[src/rtl/reset_sequencer.sv]
// reset_sequencer
//   Synchronizes an asynchronous active-low reset, holds every downstream
//   stage in reset for HOLD_CYCLES, then releases stages one at a time in
//   index order. Each release waits for that stage's acknowledge followed by
//   GAP_CYCLES before the next stage is released.
//
// Ports
//   receiving_clock  sequencer clock; all outputs are synchronous to it
//   reset_in         asynchronous active-low reset (driven from a register)
//   sw_reset_req     single-cycle request to re-run the whole sequence
//   stage_ack        per-stage "initialized" level
//   stage_reset_n    per-stage active-low resets
//   seq_done         all stages released and acknowledged
//   busy             inverse of seq_done
//   seq_error        sticky acknowledge-timeout flag
//   current_stage    stage being released/awaited; STAGES when done
//
// Build option
//   RESET_SEQUENCER_TIMEOUT_EN : when defined, each acknowledge wait is
//   bounded by ACK_TIMEOUT cycles; expiry sets seq_error and the sequence
//   carries on as if the acknowledge had arrived. When undefined, the wait is
//   unbounded and seq_error is tied low.
module reset_sequencer #(
  parameter int STAGES      = 3,
  parameter int EXTRA_DEPTH = 0,
  parameter int HOLD_CYCLES = 16,
  parameter int GAP_CYCLES  = 4,
  parameter int ACK_TIMEOUT = 1024
) (
  input  logic                     receiving_clock,
  input  logic                     reset_in,
  input  logic                     sw_reset_req,
  input  logic [STAGES-1:0]        stage_ack,
  output logic [STAGES-1:0]        stage_reset_n,
  output logic                     seq_done,
  output logic                     busy,
  output logic                     seq_error,
  output logic [$clog2(STAGES):0]  current_stage
);

  localparam int SYNC_DEPTH = 2 + EXTRA_DEPTH;
  localparam int SW         = $clog2(STAGES) + 1;
  localparam int MAX_HG     = (HOLD_CYCLES > GAP_CYCLES) ? HOLD_CYCLES : GAP_CYCLES;
  localparam int MAX_CNT    = (MAX_HG > ACK_TIMEOUT) ? MAX_HG : ACK_TIMEOUT;
  localparam int CW         = $clog2(MAX_CNT + 1);

  // Out-of-range parameters stop elaboration.
  if (STAGES < 1 || STAGES > 16 || EXTRA_DEPTH < 0 || HOLD_CYCLES < 1 ||
      GAP_CYCLES < 1 || ACK_TIMEOUT < 1) begin : g_bad_params
    $error("reset_sequencer: parameter out of range");
  end

  // ---------------------------------------------------------------------
  // Reset synchronizer: asynchronous assert, synchronous release.
  // ---------------------------------------------------------------------
  (* ASYNC_REG = "TRUE", IOB = "FALSE", DONT_TOUCH = "TRUE", preserve *)
  logic [SYNC_DEPTH-1:0] sync_ff;
  logic                  sync_rst_n;

  always_ff @(posedge receiving_clock or negedge reset_in) begin
    if (!reset_in) sync_ff <= '0;
    else           sync_ff <= {sync_ff[SYNC_DEPTH-2:0], 1'b1};
  end

  assign sync_rst_n = sync_ff[SYNC_DEPTH-1];

  // ---------------------------------------------------------------------
  // Sequencer FSM
  // ---------------------------------------------------------------------
  typedef enum logic [2:0] {HOLD, RELEASE, WAIT_ACK, GAP, DONE} state_t;

  state_t            state_q, state_d;
  logic [CW-1:0]     cnt_q, cnt_d, cnt_dec;
  logic [SW-1:0]     cur_q, cur_d;
  logic [STAGES-1:0] rst_q, rst_d;
  logic              done_q, done_d;
  logic              ack_sel;
  logic              advance;
`ifdef RESET_SEQUENCER_TIMEOUT_EN
  logic              err_q, err_d;
`endif

  // Saturating decrement: the counter never wraps below zero.
  assign cnt_dec = (cnt_q == '0) ? '0 : cnt_q - CW'(1);

  // Acknowledge of the stage currently awaited; all other bits are ignored.
  always_comb begin
    ack_sel = 1'b0;
    for (int k = 0; k < STAGES; k++)
      if (cur_q == SW'(k)) ack_sel = stage_ack[k];
  end

  always_comb begin
    state_d = state_q;
    cnt_d   = cnt_q;
    cur_d   = cur_q;
    rst_d   = rst_q;
    done_d  = done_q;
    advance = 1'b0;
`ifdef RESET_SEQUENCER_TIMEOUT_EN
    err_d   = err_q;
`endif
    if (sw_reset_req) begin
      // Restart wins over any simultaneous ack or counter expiry;
      // the error flag deliberately survives a software restart.
      state_d = HOLD;
      cnt_d   = CW'(HOLD_CYCLES);
      cur_d   = '0;
      rst_d   = '0;
      done_d  = 1'b0;
    end else begin
      case (state_q)
        HOLD: begin
          cnt_d = cnt_dec;
          if (cnt_q <= CW'(1)) state_d = RELEASE;
        end
        RELEASE: begin
          for (int k = 0; k < STAGES; k++)
            if (cur_q == SW'(k)) rst_d[k] = 1'b1;
          state_d = WAIT_ACK;
`ifdef RESET_SEQUENCER_TIMEOUT_EN
          cnt_d   = CW'(ACK_TIMEOUT);
`endif
        end
        WAIT_ACK: begin
          if (ack_sel) begin
            advance = 1'b1;
`ifdef RESET_SEQUENCER_TIMEOUT_EN
          end else if (cnt_q <= CW'(1)) begin
            advance = 1'b1;
            err_d   = 1'b1;
          end else begin
            cnt_d   = cnt_dec;
`endif
          end
          if (advance) begin
            if (cur_q == SW'(STAGES - 1)) begin
              state_d = DONE;
              cur_d   = SW'(STAGES);
              done_d  = 1'b1;
            end else begin
              cur_d = cur_q + SW'(1);
              // The ack edge counts as the first gap cycle and RELEASE as
              // the last, so GAP itself lasts GAP_CYCLES-1 cycles.
              if (GAP_CYCLES == 1) begin
                state_d = RELEASE;
              end else begin
                state_d = GAP;
                cnt_d   = CW'(GAP_CYCLES - 1);
              end
            end
          end
        end
        GAP: begin
          cnt_d = cnt_dec;
          if (cnt_q <= CW'(1)) state_d = RELEASE;
        end
        DONE: ;
        default: state_d = HOLD;
      endcase
    end
  end

  always_ff @(posedge receiving_clock or negedge sync_rst_n) begin
    if (!sync_rst_n) begin
      state_q <= HOLD;
      cnt_q   <= CW'(HOLD_CYCLES);
      cur_q   <= '0;
      rst_q   <= '0;
      done_q  <= 1'b0;
    end else begin
      state_q <= state_d;
      cnt_q   <= cnt_d;
      cur_q   <= cur_d;
      rst_q   <= rst_d;
      done_q  <= done_d;
    end
  end

`ifdef RESET_SEQUENCER_TIMEOUT_EN
  always_ff @(posedge receiving_clock or negedge sync_rst_n) begin
    if (!sync_rst_n) err_q <= 1'b0;
    else             err_q <= err_d;
  end
  assign seq_error = err_q;
`else
  assign seq_error = 1'b0;
`endif

  assign stage_reset_n = rst_q;
  assign seq_done      = done_q;
  assign busy          = ~done_q;
  assign current_stage = cur_q;

endmodule

[config.mk]
export PLATFORM = sky130hd
export DESIGN_NAME = reset_sequencer
export DESIGN_NICKNAME = d
export VERILOG_FILES = /design/src/rtl/reset_sequencer.sv
export SDC_FILE = /design/constraint.sdc
export NUM_CORES = 1
export LEC_CHECK = 0
export CAP_MARGIN = 20
export CORE_AREA = 8 8 68 70
export CTS_CLUSTER_DIAMETER = 60
export DETAILED_ROUTE_END_ITERATION = 7
export DIE_AREA = 0 0 76 78
export MAX_ROUTING_LAYER = met4
export PLACE_DENSITY = 0.69
export SLEW_MARGIN = 15
export SYNTH_ARGS = -nofsm -noshare
export SYNTH_HDL_FRONTEND = slang
export SYNTH_SLANG_ARGS = --single-unit
export TNS_END_PERCENT = 50
[constraint.sdc]
create_clock -name receiving_clock -period 1.9 [get_ports receiving_clock]
set_clock_uncertainty 0.2 [all_clocks]
set_input_delay 0.19 -clock receiving_clock [delete_from_list [all_inputs] [get_ports receiving_clock]]
set_output_delay 0.19 -clock receiving_clock [all_outputs]
set_load 0.005 [all_outputs]
==> results.txt, run 1 <==
status -> finished with violations
failing checks -> negative setup slack
post-synth top area share -> 39.9%
crit end category -> register
filler cell count -> 326
clock sinks -> 23
Area Overhead vs Synth -> 38.5%
synth unique cells -> 46
Total Negative Setup Slacks -> -2300 ps
CTS buffer count -> 3
P_sw -> 1.02 mW
Req. time, crit path -> 1940 ps
H-tree depth -> 1
syn avg cell area -> 9.73 µm²
largest net degree at the start of global routing -> 15
Final setup viols -> 17
Power Dens Cells -> 1320 mW/mm²
most common cell in the synthesized netlist -> dfrtp_1
I/O Buffers -> 13
fin nets -> 207
Logic pwr share -> 60.6%
CP Max Fanout -> 4
Initial Util -> 38.9%
Seq cells post-synth -> 23
drc violations -> 0
Hold Slack -> 53.1 ps
ys async rst share -> 100%
GRT Util Overall -> 12.0%
ANT nets after route -> 0
layout cells sized above 1 -> 31.6%
number of synthesized flops with an enable pin -> 0
DR WL/cell -> 14.2 µm
sequential share of the synthesized area -> 41.8%
Post-Syn Nets -> 155
Non-Filler Instances -> 241
fmax -> 0.470 GHz
CTS Root Cell -> clkbuf_4
DP HPWL -> 2530 µm
critical path data arrival time -> 2170 ps
vias in the first global route -> 1,273
Worst IR Drop VDD -> 0.497 mV
min setup slack post-route -> -226 ps
Clock Power Share -> 10.1%
maxcap violations -> 0
switching part of the total -> 40.5%
largest cells by area after synthesis -> dfrtp_1 40%, ha_1 6.3%, a21oi_1 4.0%
crit path time final -> 2130 ps
clk_lat worst skew -> 330 ps
initial antenna violation count -> 0
Bufs on Longest Clock Path -> 2
Slew Viols, Final -> 0
internal power -> 1.50 mW
startpoint types -> register
Via Count -> 1,282
Primary FF master, synth -> dfrtp_1
most area-hungry cell type in the Yosys netlist -> dfrtp_1
Final Hold Fails -> 0
Post-Route Utilization -> 53.9%
Setup WS pre-CTS -> -226 ps
# diodes -> 0
Sequential Power Share -> 29.3%
yosys warns -> 0
Detailed Route Iter0 Violations -> 71
Post-Route WL -> 3430 µm
die width -> 76 µm
First-pass DRT Iterations -> 4
Vias/cell -> 5.32
Std-Cell Rows -> 22
gr ovfl total -> 0
CTS tree -> built
Hold Crit Class -> register to async pin
Cell Area, Synth -> 0.00138 mm²
Core Region -> 0.00355 mm²
CTS clk-pin slew, worst paths -> 160 ps
number of I/O pins -> 15
top cells by count, synth -> 22 x dfrtp_1, 11 x a21oi_1, 11 x nor2_1
DP Cell Count -> 232
Pleak -> 0.913 nW
post-synthesis instance total -> 142
RSZ-0062 raised after global routing -> yes
Die Area -> 0.00593 mm²
RD Place Congestion -> 0.909
crit path kind -> register to register
Final period util -> 112%
Die Y -> 78 µm
first-pass GRT wire length -> 5870 µm
## power by group through the flow
stage          clock network (mW)  logic (mW)  registers, mW
2_1_floorplan                   0       0.812          0.778
3_3_place_gp                    0        1.43          0.743
3_5_place_dp                    0        1.47          0.751
4_1_cts                     0.262        1.51          0.738
5_1_grt                     0.283        1.68          0.762
6_report                    0.255        1.53          0.739
## worst paths after layout
kind	start	end	slack (ps)	cells after the start
max	current_stage[1]	cnt_q[0]	-230	7
min	sync_ff[1]	cnt_q[3]	50	1
max reg2reg	current_stage[1]	cnt_q[0]	-230	7
min reg2reg	sync_ff[1]	cnt_q[3]	50	1
max in group asynchronous	sync_ff[1]	current_stage[0]	700	1
min in group receiving_clock	sync_ff[0]	sync_ff[1]	170	0
## flip-flops by register name (all words and copies together) (netlist names)
| signal | cells |
|---|---|
| sync_ff | 2 |
| current_stage | 3 |
| cnt_q | 11 |
| state_q | 3 |
| seq_done | 1 |
| stage_reset_n | 3 |
## layer usage
| metal | global-route usage, % | share of wire, % |
|---|---|---|
| met5 | - | 0 |
| met4 | 3.92 | 1.1 |
| met3 | 3.00 | 2.8 |
| met2 | 20.4 | 50 |
| met1 | 13.5 | 46 |
## stage by stage
step / power [mW] / instance area, µm²
finish: 2.52 / 1910
floorplan: 1.59 / 1410
detailed placement: 2.22 / 1820
CTS: 2.51 / 1890
global route: 2.73 / 1910
global placement: 2.17 / 1820
## cells in the final DEF, fill, tap and decap left out, drive strengths merged, types with 4 or more instances in the layout
| cell type | instances |
|---|---|
| nor2 | 12 |
| dfrtp | 22 |
| nor3 | 11 |
| nand2 | 7 |
| a211o | 6 |
| inv | 7 |
| ha | 7 |
| clkdlybuf4s50 | 12 |
| o21ai | 4 |
| nand2b | 5 |
| a21oi | 11 |
| and3 | 5 |
| buf | 37 |
## worst max-delay path, cell delays in order, from the launching register on
cell and delay (ps):
dfrtp_1 430, inv_2 100, ha_4 160, and3b_1 200, a2111oi_4 290, nor2_4 80, o22ai_4 230, mux2_2 350
## kinds of logic after synthesis
logic type / count (synthesis) / share of synthesized area, %
adder cells (fa/ha/maj): 7 / 6.34
AND/OR/NAND/NOR: 58 / 23.9
multiplexers: 3 / 2.72
other: 2 / 0.544
AO/OA/AOI/OAI: 37 / 20.6
buffers and inverters: 12 / 4.17
flip-flops: 23 / 41.8
## repair_timing
| action | 4_1_cts | 5_1_grt |
|---|---|---|
| hold buffers | 2 | 0 |
| gates resized for setup | 2 | 4 |
| hold endpoints to repair | 9 | 0 |
| cloned | 0 | 0 |
| setup endpoints to repair | 16 | 18 |
| setup buffers | 2 | 1 |
## area by class of cell
type | count | area [µm²] | area share [%]
Tap cell | 48 | 60.1 | 3.14
Inverter | 7 | 26.3 | 1.37
Clock buffer | 3 | 22.5 | 1.18
Multi-Input combinational cell | 107 | 792 | 41.4
Timing Repair Buffer | 52 | 427 | 22.3
Sequential cell | 23 | 578 | 30.2
Clock inverter | 1 | 7.51 | 0.392
No activity file was read; power rests on OpenSTA's default activity.
==> run 2, diff against run 1 <==
CAP_MARGIN = not set   (was 20)
==> results of run 2 <==
Final layout, timing and power as in run 1 (identical DEF).
